### src/rtl/fft_pkg.sv
// Shared types and constants for the 16-point radix-2 FFT sequencer.
package fft_pkg;

  localparam int N_POINTS = 16;
  localparam int N_STAGES = 4;
  localparam int TW_W     = 32;
  localparam int N_BFLY   = N_POINTS / 2;

  typedef logic [TW_W-1:0] twiddle_t;

  typedef enum logic [1:0] {
    IDLE  = 2'd0,
    LOAD  = 2'd1,
    STAGE = 2'd2,
    HOLD  = 2'd3
  } fft_seq_state_e;

  // W16^e = cos(2*pi*e/16) - j*sin(2*pi*e/16), {re, im} in Q1.15
  localparam twiddle_t W16_ROM [N_BFLY] = '{
    32'h7FFF_0000, 32'h7642_CF04, 32'h5A82_A57E, 32'h30FC_89BE,
    32'h0000_8000, 32'hCF04_89BE, 32'hA57E_A57E, 32'h89BE_CF04
  };

  // e = (k >> (3-s)) << (3-s): keep the top s bits of k
  function automatic logic [2:0] tw_exp(input logic [1:0] s, input logic [2:0] k);
    logic [2:0] e;
    case (s)
      2'd0:    e = 3'd0;
      2'd1:    e = {k[2], 2'b00};
      2'd2:    e = {k[2:1], 1'b0};
      default: e = k;
    endcase
    return e;
  endfunction

endpackage

### src/rtl/fft_twiddle_rom.sv
// Per-butterfly twiddle lookup: (stage, K) -> W16^e, zero when not enabled.
module fft_twiddle_rom
  import fft_pkg::*;
#(
  parameter int K = 0
) (
  input  logic [1:0] stage,
  input  logic       en,
  output twiddle_t   tw
);

  localparam logic [2:0] KIDX = 3'(K);

  assign tw = en ? W16_ROM[tw_exp(stage, KIDX)] : '0;

endmodule

### src/rtl/fft_sequencer.sv
// Control FSM for the 16-point FFT datapath: load, 4 butterfly stages, hold.
// Optional drop counter enabled by defining FFT_SEQ_DROP_CNT_EN.
module fft_sequencer
  import fft_pkg::*;
(
  input  logic                   clk,
  input  logic                   rst_n,
  input  logic                   frame_strobe,
  output logic                   load,
  output logic                   stage_en,
  output logic [1:0]             stage,
  output logic [N_BFLY*TW_W-1:0] tw_bus,
  output logic                   busy,
  output logic                   result_valid,
  input  logic                   result_ready
`ifdef FFT_SEQ_DROP_CNT_EN
  ,
  output logic [15:0]            drop_count
`endif
);

  localparam logic [1:0] LAST_STAGE = 2'(N_STAGES - 1);

  fft_seq_state_e state, state_nxt;
  logic [1:0]     stage_q, stage_nxt;

  always_ff @(posedge clk or negedge rst_n) begin
    if (!rst_n) begin
      state   <= IDLE;
      stage_q <= '0;
    end else begin
      state   <= state_nxt;
      stage_q <= stage_nxt;
    end
  end

  always_comb begin
    state_nxt = state;
    stage_nxt = stage_q;
    case (state)
      IDLE: begin
        stage_nxt = '0;
        if (frame_strobe) state_nxt = LOAD;
      end
      LOAD: begin
        stage_nxt = '0;
        state_nxt = STAGE;
      end
      STAGE: begin
        if (stage_q == LAST_STAGE) begin
          stage_nxt = '0;
          state_nxt = HOLD;
        end else begin
          stage_nxt = stage_q + 2'd1;
        end
      end
      HOLD: begin
        if (result_ready) state_nxt = IDLE;
      end
      default: state_nxt = IDLE;
    endcase
  end

  // Outputs are pure decodes of registered state
  assign load         = (state == LOAD);
  assign stage_en     = (state == STAGE);
  assign stage        = stage_en ? stage_q : 2'd0;
  assign busy         = (state == LOAD) || (state == STAGE);
  assign result_valid = (state == HOLD);

  logic [N_BFLY-1:0][TW_W-1:0] tw_lane;

  for (genvar k = 0; k < N_BFLY; k++) begin : g_tw
    fft_twiddle_rom #(.K(k)) u_rom (
      .stage (stage_q),
      .en    (stage_en),
      .tw    (tw_lane[k])
    );
  end

  assign tw_bus = tw_lane;

`ifdef FFT_SEQ_DROP_CNT_EN
  logic        drop;
  logic [15:0] drop_q;

  assign drop = frame_strobe && (state != IDLE);

  always_ff @(posedge clk or negedge rst_n) begin
    if (!rst_n)                             drop_q <= '0;
    else if (drop && (drop_q != 16'hFFFF))  drop_q <= drop_q + 16'd1;
  end

  assign drop_count = drop_q;
`endif

endmodule
### config.mk
export PLATFORM = sky130hd
export DESIGN_NAME = fft_sequencer
export DESIGN_NICKNAME = d
export VERILOG_FILES = /design/src/rtl/fft_pkg.sv /design/src/rtl/fft_twiddle_rom.sv /design/src/rtl/fft_sequencer.sv
export SDC_FILE = /design/constraint.sdc
export NUM_CORES = 1
export LEC_CHECK = 0
export CORE_AREA = 2 2 102 104
export DETAILED_ROUTE_END_ITERATION = 10
export DIE_AREA = 0 0 104 106
export GPL_TIMING_DRIVEN = 0
export PLACE_DENSITY = 0.77
export SLEW_MARGIN = 20
export SYNTH_ARGS = -nofsm -noshare
export SYNTH_HDL_FRONTEND = slang
export SYNTH_SLANG_ARGS = --single-unit
### constraint.sdc
create_clock -name clk -period 3.2 [get_ports clk]
set_input_delay 0.8 -clock clk [delete_from_list [all_inputs] [get_ports clk]]
set_output_delay 0.8 -clock clk [all_outputs]
set_load 0.03 [all_outputs]
==> results by group <==
Global routing
  • Initial antenna violation count: 0
  • All-Layer GR Usage: between 10% and 20%
  • Largest net degree at the start of global routing: 21
  • Grt met3 use: about 3.2%
  • Met1 usage: 10.5%
  • Vias in the first global route: between 1500 and 2000
  • Global-route wire length before repair: 10100 µm
  • GRT met2 Usage: 23.4%
  • Gr busiest metal: met2
  • Grt ovf: 0

Synthesis
  • Post-synthesis compound-gate area fraction: around 2.6%
  • Post-Synth Adder-Cell Area: 6.54%
  • Sequential fraction of the synthesis area: 4.36%
  • Syn Area/Cell: around 7.8 µm²
  • Synth Area in Simple Gates: 6.05%
  • Synth warn: 0
  • XOR/XNOR share of the synthesized area: 0%
  • Synth Register Bits: 4
  • Unique masters post-synth: 24
  • Gate count after technology mapping: between 200 and 300
  • Mux contribution to synthesized area: a little over 2%
  • Largest family of logic cells by synthesized area: buffers and inverters
  • Mapped cell area: roughly 0.0023 mm²

Cells and area
  • Layout cells sized above 1: a little under half
  • Multi-input logic area: between 700 and 800 µm²
  • Antenna cells: 0
  • Nets: slightly below 600
  • Layout area overhead: 112%
  • Register area: between 100 and 150 µm²
  • Cell Count, Final, Fillers Out: about 700
  • Fill count: slightly below 1000

Place
  • Post-detail-place hpwl: 5710 µm
  • Placed Cells: 696
  • Port Buffers: around 200
  • RePlAce Congestion: 0.675

Worst setup path
  • R2R Setup Slk: approximately 1600 ps
  • Crit path capture type: primary output
  • Kind of critical path: reg -> out
  • Reg2reg start: state[0]
  • Critical path destination: tw_bus[194]
  • Reg-to-reg critical path endpoint: state[1]
  • R2R cell count: 6
  • Crit path from: stage_q[1]
  • CP Data Arrival Time: around 2300 ps
  • Crit path max fanout: 19
  • Setup crit start kind: flip-flop
  • Worst endpoint required time: about 2400 ps

Drt
  • Wire per inst: about 10 µm
  • Final antenna-violating net count: 0
  • Vias: about 2200
  • Vias per cell: roughly 3.2
  • 1st-iter DRT viols: 42
  • Total Wirelength: about 7100 µm
  • Drt drc: 0
  • Pre-antenna DRT Iters: 4

Die
  • Site row count: 37
  • Io pins: roughly 270
  • Initial core utilization: 23.0%
  • Die Area: between 0.01 and 0.015 mm²
  • Die width: ~100 µm
  • Die H: roughly 110 µm
  • Core area: between 0.009 and 0.01 mm²

Timing
  • Final setup violation count: 0
  • Final Critical Period: 3080 ps
  • Final clock skew: between 2 and 2.5 ps
  • Minimum hold slack: 607 ps
  • Maximum clock rate: about 320 MHz
  • Final Cycle Share: between 90% and 100%
  • Final Hold Fails: 0
  • Final slew viol count: 0

Pwr
  • Worst vdd ir: between 0.0007 and 0.0008 V
  • P_sw: between 3 and 4 mW
  • Internal: approximately 2.8 mW
  • Switching Share: a little over half
  • Logic pwr share: between 90% and 100%
  • Clock power share: under 10%
  • Pwr Density: 1270 mW/mm²
  • Pleak: about 3.5 nW
  • Seq pwr share: under 10%

Clock network
  • # clock sinks: 4
  • Root Buffer: clkbuf_8
  • Clock Pin Slew Worst Setup and Hold Paths: 30 ps
  • CTS tree: built
  • H-tree levels: 1
  • Num CTS Buffers: 3
  • Max Root-Sink Buffers: 2
  • Cts hold-fix bufs: 0
  • Clock latency on the worst-skew pair: between 200 and 250 ps

Job
  • Max_cap viols: 0

Hold path
  • Hold crit path type: reg -> reg

Outcome
  • Status: completed
## Yosys cell counts
master    count  area share, %
nand2b_2      1           0.38
or2_2         1           0.27
buf_4       235             77
o21a_1        2           0.65
a21o_1        1           0.33
mux2_4        1           0.65
inv_1         7            1.1
mux2_2        1           0.49
nor3_1        1           0.22
clkbuf_1      1           0.16
nor2b_1       5            1.4
nand2b_1      1           0.27
nor2_1        5           0.82
conb_1        1           0.16
dfrtp_1       4            4.4
mux2i_1       2           0.87
and2_1        6            1.6
and3_1        1           0.27
a221oi_4      1            1.1
nand2_1       3           0.49
nor3b_1       1           0.33
o21ai_0       2           0.44
ha_1         12            6.5
inv_2         1           0.16
## layer usage
| layer | up-vias | routed length (µm) |
|---|---|---|
| met2 | 126 | 3990 |
| li1 | 1143 | - |
| met5 | - | 0 |
| met3 | 4 | 694 |
| met1 | 948 | 2360 |
| met4 | 0 | 41 |
## cells in the final DEF, fill, tap and decap left out, drive strengths merged, types with 2 or more instances in the layout
master,count
nand2,3
clkbuf,4
dfrtp,4
nor2b,5
buf,239
inv,8
nand2b,2
conb,67
mux2,2
dlymetal6s2s,39
ha,12
o21a,2
clkdlybuf4s50,75
and2,7
o21ai,2
mux2i,2
nor2,5
dlygate4sd2,84
## what timing repair did
action,4_1_cts,5_1_grt
endpoints found under the setup margin,160,50
gates resized for setup,100,41
setup buffers,4,0
cloned,1,0
## final cells by class
type                            count  area share, %
Buffer                            236           36.4
Clock buffer                        3          0.849
Inverter                            8          0.618
Multi-Input combinational cell    115           14.7
Sequential cell                     4           2.08
Tap cell                          136           3.50
Timing Repair Buffer              202           41.8
## worst min path at each step
stage                     from         end  slack [ps]  cells after the start
global route        stage_q[0]  stage_q[0]         630                      1
CTS                 stage_q[1]  stage_q[1]         630                      2
detailed placement    state[1]    state[1]         620                      1
global placement      state[1]    state[1]         610                      1
floorplan                rst_n  stage_q[0]         500                      0
finish              stage_q[0]  stage_q[0]         610                      1
## flip-flops by register name, summed over array words and instances, names as in the netlist
register  flops
stage_q       2
state         2
## critical path, stage by stage (launching register included)
cell and delay, ps:
dfrtp_1 460, inv_1 120, ha_1 300, nor3b_4 240, buf_12 170, buf_4 110, clkdlybuf4s50_1 650
## metrics by stage
stage	power (mW)	setup slack, ps	area, µm²	util [%]	setup TNS [ps]
2_1_floorplan	4.15	11.0	2560	-	0
3_3_place_gp	6.23	-778	4710	47.1	-81610
3_5_place_dp	6.30	-850	4710	47.1	-90700
4_1_cts	6.27	0.759	4760	47.6	0
5_1_grt	6.47	-0.411	4860	48.6	-0.411
6_report	6.16	120	4860	48.6	0
## cell families after synthesis
group,count (synthesis)
simple gates,25
buf+inv,244
fa+ha+maj,12
compound gates,6
mux,4
other cells,1
flops,4
## power groups by stage
stage                     sequential, mW  clock [mW]  combinational, mW
after global routing               0.122       0.112               6.24
after CTS                          0.115       0.107               6.04
after detailed placement           0.113           0               6.19
after global placement             0.110           0               6.12
final                              0.117       0.106               5.94
after floorplan                    0.101           0               4.04
Note: power is estimated with default switching activity, not from simulation.
